<file path="src/rtl/dram_addr_mapper.sv">
// Registered DRAM address mapper: decodes bank/row/col, tracks open rows per bank, 2-entry output FIFO.
// Optional macro BANK_XOR_HASH_EN: bank_id = decoded bank XOR low row bits (tracker uses hashed bank).
module dram_addr_mapper #(
  parameter int ADDR_WIDTH   = 13,
  parameter int NUM_OF_BANKS = 8,
  parameter int NUM_OF_ROWS  = 128,
  parameter int NUM_OF_COLS  = 8,
  localparam int BW = $clog2(NUM_OF_BANKS),
  localparam int RW = $clog2(NUM_OF_ROWS),
  localparam int CW = $clog2(NUM_OF_COLS)
) (
  input  logic                  clk,
  input  logic                  rst_n,
  input  logic                  map_mode,
  input  logic                  l2_req_valid,
  output logic                  l2_req_ready,
  input  logic [ADDR_WIDTH-1:0] l2_req_address,
  input  logic                  l2_req_write,
  input  logic                  bank_close_valid,
  input  logic [BW-1:0]         bank_close_id,
  input  logic                  flush,
  output logic                  dram_req_valid,
  input  logic                  dram_req_ready,
  output logic [BW-1:0]         bank_id,
  output logic [RW-1:0]         row_id,
  output logic [CW-1:0]         col_id,
  output logic                  req_write,
  output logic [1:0]            row_state
);

  typedef enum logic [1:0] {
    RS_CLOSED   = 2'b00,
    RS_HIT      = 2'b01,
    RS_CONFLICT = 2'b10
  } row_state_e;

  typedef struct packed {
    logic [BW-1:0] bank;
    logic [RW-1:0] row;
    logic [CW-1:0] col;
    logic          wr;
    row_state_e    rs;
  } entry_t;

  logic [1:0]              count_q, count_d, count_after_pop;
  entry_t                  slot0_q, slot0_d, slot1_q, slot1_d, new_entry;
  logic [NUM_OF_BANKS-1:0] open_valid_q, open_valid_d, eff_valid;
  logic [RW-1:0]           open_row_q [NUM_OF_BANKS];
  logic [BW-1:0]           dec_bank, req_bank;
  logic [RW-1:0]           dec_row;
  logic [CW-1:0]           dec_col;
  logic                    accept, pop;
  row_state_e              cls;

  assign l2_req_ready   = (count_q < 2'd2);
  assign dram_req_valid = (count_q != 2'd0);
  assign accept         = l2_req_valid && l2_req_ready;
  assign pop            = dram_req_valid && dram_req_ready;

  always_comb begin
    dec_col = l2_req_address[CW-1:0];
    if (!map_mode) begin
      dec_bank = l2_req_address[ADDR_WIDTH-1 -: BW];
      dec_row  = l2_req_address[ADDR_WIDTH-BW-1 -: RW];
    end else begin
      dec_row  = l2_req_address[ADDR_WIDTH-1 -: RW];
      dec_bank = l2_req_address[CW +: BW];
    end
  end

`ifdef BANK_XOR_HASH_EN
  assign req_bank = dec_bank ^ dec_row[BW-1:0];
`else
  assign req_bank = dec_bank;
`endif

  // Close/flush of this cycle is applied before the incoming request is classified.
  always_comb begin
    eff_valid = flush ? '0 : open_valid_q;
    if (bank_close_valid) eff_valid[bank_close_id] = 1'b0;
    if (!eff_valid[req_bank])               cls = RS_CLOSED;
    else if (open_row_q[req_bank] == dec_row) cls = RS_HIT;
    else                                    cls = RS_CONFLICT;
    open_valid_d = eff_valid;
    if (accept) open_valid_d[req_bank] = 1'b1;
  end

  always_comb begin
    new_entry       = '{bank: req_bank, row: dec_row, col: dec_col,
                        wr: l2_req_write, rs: cls};
    slot0_d         = slot0_q;
    slot1_d         = slot1_q;
    count_after_pop = count_q - {1'b0, pop};
    count_d         = count_after_pop + {1'b0, accept};
    if (pop) slot0_d = slot1_q;
    if (accept) begin
      if (count_after_pop == 2'd0) slot0_d = new_entry;
      else                         slot1_d = new_entry;
    end
  end

  always_ff @(posedge clk or negedge rst_n) begin
    if (!rst_n) begin
      count_q      <= '0;
      slot0_q      <= '0;
      slot1_q      <= '0;
      open_valid_q <= '0;
    end else begin
      count_q      <= count_d;
      slot0_q      <= slot0_d;
      slot1_q      <= slot1_d;
      open_valid_q <= open_valid_d;
    end
  end

  // Open rows are only meaningful while the matching open_valid bit is set.
  always_ff @(posedge clk) begin
    if (accept) open_row_q[req_bank] <= dec_row;
  end

  assign bank_id   = slot0_q.bank;
  assign row_id    = slot0_q.row;
  assign col_id    = slot0_q.col;
  assign req_write = slot0_q.wr;
  assign row_state = slot0_q.rs;

endmodule

</file>
<file path="config.mk">
export PLATFORM = sky130hd
export DESIGN_NAME = dram_addr_mapper
export DESIGN_NICKNAME = d
export VERILOG_FILES = /design/src/rtl/dram_addr_mapper.sv
export SDC_FILE = /design/constraint.sdc
export NUM_CORES = 1
export LEC_CHECK = 0
export CAP_MARGIN = 25
export CORE_MARGIN = 4
export CORE_UTILIZATION = 40
export DETAILED_ROUTE_END_ITERATION = 7
export PLACE_DENSITY = 0.67
export SLEW_MARGIN = 25
export SYNTH_ARGS = -nofsm -noshare
export SYNTH_HDL_FRONTEND = slang
export SYNTH_SLANG_ARGS = --single-unit
</file>
<file path="constraint.sdc">
create_clock -name clk -period 3.4 [get_ports clk]
set_clock_uncertainty 0.2 [all_clocks]
set_input_delay 0.34 -clock clk [delete_from_list [all_inputs] [get_ports clk]]
set_output_delay 0.34 -clock clk [all_outputs]
set_load 0.05 [all_outputs]
</file>
# Yosys cells after proc, flatten, opt, wreduce, memory -nomap -nowiden
# Memory sizes are Yosys's and may differ from the RTL's.
# Index checks and enable logic that the tools add are counted.
totals:
  regBits: 42
  mem_bits_rw: 56
  inputBits: 24
  out_inout_bits: 18
  wordCells: 50
  mem_count: 1
memory_table:
  columns: ["name", "depth", "word_bits", "rd", "rd_clocked_by_memory_dff", "wr", "line", "text"]
  rows:
  - ["open_row_q", 8, 7, 1, 0, 1, "48", "logic [RW-1:0] open_row_q [NUM_OF_BANKS];"]
op_classes:
  add_sub_neg: 2
  n_lt_le_gt_ge: 5
  n_eq_ne: 1
  muxes: 18
  bitwise_logic: 4
  n_reduce_logical: 7
op_table:
  columns: ["operator", "n"]
  rows:
  - ["two-way mux 16 bit", 3]
  - ["two-way mux 8 bit", 3]
  - ["AND 8 bit", 1]
  - ["less-than comparator 3 x 4 -> 1 bit (second input constant)", 2]
  - ["NOT 8 bit", 1]
  - ["bitwise OR 8 bit", 1]
  - ["== test 7 bit", 1]
  - ["two-way mux 7 bit", 1]
  - ["demux 1 bit (select 3 bit)", 2]
  - ["greater-or-equal comparator 3 x 1 -> 1 bit (second input constant)", 2]
  - ["two-way mux 1 bit", 5]
  - ["logical AND 1 bit", 4]
  - ["two-way mux 2 bit", 2]
  - ["binary-select mux 1 bit (select 3 bit)", 1]
  - ["two-way mux 3 bit", 1]
  - ["adder 2 x 1 -> 2 bit", 1]
  - ["zero test 2 bit", 1]
  - ["less-than comparator 2 bit (second input constant)", 1]
  - ["AND reduction 2 bit", 1]
  - ["nonzero test 2 bit", 1]
  - ["subtractor 2 x 1 -> 2 bit", 1]
  - ["NOT 1 bit", 1]

# Longest topological paths before layout
# Gate-level depths: netlist (run 1).
logic_depth:
  depth_word: 12
  depth_mapped: 11
  mapped_depth_nobuf: 9

# Worst setup path after synthesis (run 1)
# OpenSTA, ideal clock, no wires.
synth_timing:
  kind: "flip-flop to flip-flop"
  start: "register count_q[1]"
  end: "register slot1_q[0] (netlist bit)"
  setup_time_ns: 0.132
  arrival_ns: 3.077
  required_ns: 3.068
  path_slack_ns: -0.010
  stages_incl_launch_ff: 12
  path_buffers: 3
  period_less_slack_ns: 3.410
  path_cell_list: "dfrtp_1 > inv_1 > nand2_1 > nand2_1 > inv_1 > ha_1 > inv_1 > o21a_1 > clkbuf_1 > buf_1 > clkbuf_1 > o22ai_1"
synth_via:
  elab_cells_between_ends: 8
  classes_between: "1 x add/sub; 1 x order compare; 1 x bitwise; 5 x reduce/logical"
synth_lines:
  columns: ["item", "line", "text"]
  rows:
  - ["start: declaration", "45", "logic [1:0] count_q, count_d, count_after_pop;"]
  - ["start signal: assignment", "109", "count_q <= count_d;"]
  - ["less-than comparator 2 bit", "55", "assign l2_req_ready = (count_q < 2'd2);"]
  - ["named net l2_req_ready", "16", "output logic l2_req_ready,"]
  - ["logical AND 1 bit", "57", "assign accept = l2_req_valid && l2_req_ready;"]
  - ["AND reduction 2 bit (no source line)", null, null]
  - ["end signal: assignment", "111", "slot1_q <= slot1_d;"]
  - ["end: declaration", "46", "entry_t slot0_q, slot0_d, slot1_q, slot1_d, new_entry;"]
# The timed path passes the listed nets, and every way through them passes these cells.
# A chain may end at the register's enable or synchronous reset.

# Worst setup path in the final report (run 1)
layout_timing:
  start: "input map_mode"
  end: "register slot1_q[1] (netlist bit)"
layout_via:
  elab_chain_len: 5
  elab_cells_between_ends: 8
  classes_between: "1 x eq/ne; 6 x mux; 1 x memory"
layout_lines:
  columns: ["item", "line", "text"]
  rows:
  - ["start: declaration", "14", "input logic map_mode,"]
  - ["two-way mux 3 bit", "62", "if (!map_mode) begin"]
  - ["memory read (8 x 7 bit)", null, null]
  - ["== test 7 bit", "82", "else if (open_row_q[req_bank] == dec_row) cls = RS_HIT;"]
  - ["two-way mux 2 bit", "82", null]
  - ["two-way mux 2 bit *", "81", "if (!eff_valid[req_bank]) cls = RS_CLOSED;"]
# Every way passes the cells marked *; elsewhere a longest branch is shown, timed or not. The select of a mux whose other input is x is not followed.

==> impl_metrics.json, run 1 <==
{
  "ys_warn_count": 0,
  "first_pass_iters": 4,
  "avgSynthCellArea_um2": 12.3,
  "drive_gt1_frac": 0.122,
  "wl_per_cell_um": 17.9,
  "final_cell_mix": "edfxtp_1 (56), nand2_1 (50), dfrtp_1 (42)",
  "n_fill_cell": 938,
  "ys_types": 47,
  "required_ns": 3.42,
  "ant_nets": 0,
  "crit_path_start_kind": "input pin",
  "synth_nets": 383,
  "fin_crit_ns": 2.74,
  "worstHoldPathType": "in2async",
  "dr.max_layer_used": "met4",
  "ys_seq_elements": 98,
  "gp_congestion": 0.846,
  "pre_cts_ws_ns": 0.312,
  "clock-sinks": 98,
  "rsz0062_at_grt": "false",
  "final-hold-violation-count": 0,
  "num_io_pins": 42,
  "area_growth_pct": 20.7,
  "wl_met3_um": 416,
  "wl_met2_um": 4970,
  "overflow": 0,
  "ctsRootBufferMaster": "clkbuf_8",
  "initial_utilization": 0.408,
  "wirelength_met1_um": 4470,
  "netSwitchingFraction": 0.352,
  "dp.cells": 542,
  "cts_max_path_buffers": 2,
  "p_switching_mw": 1.33,
  "port_buffers": 41,
  "maxCapViolCount": 0,
  "async_flop_share": 0.429,
  "timing.hold.ws_ns": 0.295,
  "max-vdd-ir-drop_uv": 394,
  "p_clk_frac": 0.224,
  "grt_pass1_wl_um": 16300,
  "antenna_found_initial": 0,
  "clkTransAtPathRegs_ns": 0.09,
  "clk_latency_ns": 0.35,
  "final_common_cell": "edfxtp_1",
  "worst_pin_slew_ns": 0.605,
  "p_total_mw": 3.78,
  "worstPathArrival_ns": 2.76,
  "num_rows": 38,
  "intPower_mw": 2.45,
  "antenna_cells": 0,
  "clock.fmax_mhz": 365,
  "p_leak_nw": 2.07,
  "cts_buffers": 9,
  "dieArea_mm2": 0.0127,
  "setup_violations": 0,
  "coreArea_mm2": 0.0108,
  "tns_ns": 0,
  "power_density_mw_per_mm2": 712,
  "cts_tree": "yes",
  "synth_area_mm2": 0.00440,
  "finalNonFillerCells": 559,
  "worstSetupEndpointType": "register",
  "rr_worst_depth": 10,
  "totalWireLength_um": 10000,
  "finalWorstSetupSlack_ns": 0.663,
  "finalMaxSlewViolations": 0,
  "ctsResizeCount": 0,
  "slew-limit-headroom": 0.594,
  "h-tree-depth": 3,
  "hpwl_um": 7080,
  "drt_iter0_drc": 274,
  "synthFlopType": "edfxtp_1",
  "period_share": 0.805,
  "grt_pass1_vias": 3037,
  "grt_max_degree": 43,
  "status": "completed",
  "path_max_fanout": 34,
  "worstSetupPathType": "in2reg",
  "post_drt_via_cell_ratio": 5.28,
  "dieHeight_um": 113,
  "netlist_instances": 357,
  "layout.nets": 440,
  "num_vias": 2954,
  "grt.total_usage": 0.163,
  "drc": 0,
  "seq_area_frac_synth": 0.621,
  "combPwrFrac": 0.351,
  "power_frac_seq": 0.425,
  "post_cts_buffers": 0,
  "die_w_um": 113,
  "synth-edff-count": 56
}
-- power groups by stage --
stage	combinational, mW	clock [mW]	sequential (mW)
finish	1.33	0.846	1.61
global route	1.44	0.915	1.64
CTS	1.34	0.863	1.61
detailed placement	1.33	0	1.64
global placement	1.31	0	1.62
floorplan	0.596	0	1.92
-- per-stage QoR --
step | utilization | area, um2
after floorplan | - | 4400
after global placement | 0.468 | 5050
after detailed placement | 0.468 | 5050
after CTS | 0.492 | 5310
after global routing | 0.492 | 5310
final | 0.492 | 5310
-- layer usage --
metal / global-route usage / vias up
li1: - / 1419
met1: 0.222 / 1469
met4: 0.0473 / 0
met2: 0.272 / 56
met3: 0.0246 / 10
met5: 0 / -
-- critical path, stage by stage --
cell and delay [ns]:
clkdlybuf4s50_1 0.50, buf_12 0.17, mux2_4 0.51, mux2i_1 0.18, a32oi_1 0.22, a21oi_1 0.16
nor4b_4 0.31, and4_1 0.26, o22ai_1 0.08
-- final timing paths --
path,from,endpoint,slack (ns)
hold / removal,rst_n,count_q[0],0.30
min in group clk,slot1_q[2],slot1_q[2],0.32
max in group asynchronous,rst_n,slot1_q[7],2.32
setup reg to reg,count_q[1],slot1_q[6],1.03
hold reg to reg,slot1_q[2],slot1_q[2],0.32
setup / recovery,map_mode,slot1_q[1],0.66
-- Yosys cell counts, types with 2 or more instances --
cell type / count / share of area
a21oi_1: 17 / 0.019
a2bb2oi_1: 2 / 0.0040
a311o_1: 3 / 0.0068
a32oi_1: 11 / 0.022
buf_2: 2 / 0.0023
buf_6: 4 / 0.010
clkbuf_1: 7 / 0.0060
dfrtp_1: 42 / 0.24
edfxtp_1: 56 / 0.38
ha_1: 2 / 0.0057
inv_1: 17 / 0.015
mux2_2: 7 / 0.018
mux2_4: 2 / 0.0068
mux2i_1: 35 / 0.080
nand2_1: 51 / 0.044
nand2b_1: 2 / 0.0028
nand3_1: 9 / 0.010
nand3b_1: 4 / 0.0068
nand4_1: 3 / 0.0043
nor2_1: 20 / 0.017
nor2b_1: 6 / 0.0085
o21ai_0: 14 / 0.016
o21ai_1: 10 / 0.011
o22ai_1: 6 / 0.0085
o2bb2ai_1: 2 / 0.0040
xnor2_1: 2 / 0.0040
-- kinds of logic after synthesis --
family                   Yosys count  synth area share
buffers and inverters             32            0.0356
AND/OR/NAND/NOR                  105             0.117
multiplexers                      45             0.110
XOR/XNOR                           3           0.00597
flip-flops                        98             0.621
adder cells (fa/ha/maj)            2           0.00569
AO/OA/AOI/OAI                     72             0.105
-- layout make-up --
type | count | area [um2] | area share
flip-flops and latches | 98 | 2730 | 0.515
multi-input cells | 227 | 1520 | 0.286
well taps | 140 | 175 | 0.0330
inverters | 17 | 63.8 | 0.0120
clock buffers | 15 | 241 | 0.0455
clock inverters | 1 | 5.00 | 0.000943
repair buffers | 61 | 573 | 0.108
-- sequential cells by signal, summed over array words and instances, names as in the netlist --
signal / flops
bank_id: 3
slot1_q: 16
req_write: 1
row_state: 2
row_id: 7
col_id: 3
count_q: 2
open_valid_q: 8
open_row_q: 56
-- timing repair --
| action | in CTS | in global routing |
|---|---|---|
| endpoints found under the setup margin | 0 | 0 |
| hold buffers | 1 | 0 |
| endpoints found under the hold margin | 42 | 0 |
Power figures use the tool's default switching activity.
==> run 2, diff against run 1 <==
clock period = 2.64 ns   (was 3.4 ns; I/O delays follow)
==> impl_metrics.json, run 2 (same netlist as run 1, synthesis figures left out) <==
{
  "regToRegStartpoint": "count_q[1]",
  "initial_utilization": 0.408,
  "fin_crit_ns": 2.52,
  "first_pass_iters": 4,
  "max_flop_register": "open_row_q",
  "wl_met3_um": 444,
  "num_io_pins": 42,
  "wl_met2_um": 5150,
  "power_density_mw_per_mm2": 857,
  "drc": 0,
  "layout.nets": 475,
  "ff_latch_area_mm2": 0.00273,
  "worstSetupPathType": "in2reg",
  "status": "completed",
  "ant_nets": 0,
  "finalWorstSetupSlack_ns": 0.117,
  "clock-sinks": 98,
  "crit_family": "buffers and inverters",
  "final-hold-violation-count": 0,
  "cts_tree": "yes",
  "critical-path-slowest-cell": "clkdlybuf4s50_1",
  "dieArea_mm2": 0.0127,
  "period_share": 0.956,
  "rsz0062_at_grt": "false",
  "overflow": 0,
  "cts_buffers": 9,
  "num_rows": 38,
  "num_vias": 3091,
  "cpMostUsedCell": "o22ai_1",
  "hpwl_um": 7800,
  "n_fill_cell": 941,
  "drt_iter0_drc": 232,
  "grt_max_degree": 43,
  "crit_path_start_kind": "input pin",
  "clock.fmax_mhz": 396,
  "placed_area_mm2": 0.00530,
  "dr.max_layer_used": "met4",
  "multiInputGateArea_mm2": 0.00156,
  "h-tree-depth": 3,
  "area_growth_pct": 26.1,
  "tns_ns": 0,
  "setup_violations": 0,
  "dieHeight_um": 113,
  "die_w_um": 113,
  "grt_pass1_wl_um": 17000,
  "required_ns": 2.72,
  "fin_util": 0.514,
  "slew-limit-headroom": 0.649,
  "crit_path_max_incr_delay_ns": 0.56,
  "path_max_fanout": 14,
  "final_cell_mix": "edfxtp_1 (56), buf_4 (53), nand2_1 (49)",
  "fin_area_mm2": 0.00555,
  "grt_pass1_vias": 3140,
  "worst_pin_slew_ns": 0.524,
  "p_leak_nw": 2.21,
  "path_depth": 9,
  "totalWireLength_um": 10500,
  "gp_congestion": 0.848,
  "max-vdd-ir-drop_uv": 592,
  "rr_worst_depth": 10,
  "post_drt_via_cell_ratio": 5.20,
  "drive_gt1_frac": 0.200,
  "antenna_found_initial": 0,
  "critPathBufInv": 2,
  "worstHoldPathType": "in2async",
  "final_common_cell": "edfxtp_1",
  "coreArea_mm2": 0.0108,
  "wirelength_met1_um": 4590,
  "finalMaxSlewViolations": 0,
  "clk_latency_ns": 0.36,
  "wl_per_cell_um": 17.6,
  "crit_chain": "clkdlybuf4s50_1, mux2_4, buf_4, mux2i_1, o22ai_1, or3_1, and4b_1, and4_1, o22ai_1",
  "largest_reg_flops": 56,
  "grt.total_usage": 0.171,
  "worstPathArrival_ns": 2.60,
  "ctsRootBufferMaster": "clkbuf_8",
  "cts_max_path_buffers": 2,
  "antenna_cells": 0,
  "port_buffers": 41,
  "pre_cts_ws_ns": -0.256,
  "biggestRegsByFlops": "open_row_q: 56 flops, slot1_q: 16 flops, open_valid_q: 8 flops",
  "crit_start": "map_mode",
  "worstSetupEndpointType": "register",
  "clkTransAtPathRegs_ns": 0.09,
  "maxCapViolCount": 0
}
run 2: cell types whose count changed in the layout (fill, tap and decap cells not counted), sizes merged:
cell / previous run / this run
clkinvlp: 0 / 3
buf: 20 / 55
clkinv: 1 / 3
inv: 17 / 18
clkbuf: 15 / 9
run 2: metal layers:
layer,global-route usage,up-vias
met5,0,-
met4,0.0649,0
met3,0.0278,19
met2,0.275,63
met1,0.235,1512
li1,-,1497
run 2: cell type report:
class	count	share of cell area
Clock buffer	9	0.0223
Clock inverter	7	0.00925
Inverter	17	0.0122
Multi-Input combinational cell	227	0.281
Sequential cell	98	0.493
Tap cell	140	0.0316
Timing Repair Buffer	96	0.151
run 2: path summary, 6_finish.rpt:
| kind | end | slack, ns |
|---|---|---|
| worst min register to register | slot1_q[5] | 0.32 |
| worst max-delay path | slot1_q[1] | 0.12 |
| min in group clk | req_write | 0.27 |
| worst max register to register | slot1_q[1] | 0.30 |
| worst min-delay path | bank_id[2] | 0.23 |
| max in group asynchronous | bank_id[1] | 1.65 |
run 2: power breakdown:
group	internal, mW	total [mW]	switching (mW)
logic	0.703	1.81	1.10
clock network	0.347	0.875	0.528
registers	1.92	2.07	0.146
total	2.97	4.75	1.78
run 2: repair_timing:
action | CTS | global route
hold endpoints to repair | 42 | 0
hold buffers | 1 | 0
resized for setup | 0 | 5
setup buffers | 0 | 4
setup endpoints to repair | 0 | 4
run 2: through the flow:
stage                     total power [mW]  hold slack [ns]  std cells
after global routing                  5.02            0.286        594
final                                 4.75            0.234        594
after detailed placement              3.91            0.261        573
after CTS                             4.79            0.244        590
after floorplan                       3.28           -0.232        357
after global placement                3.87            0.245        573
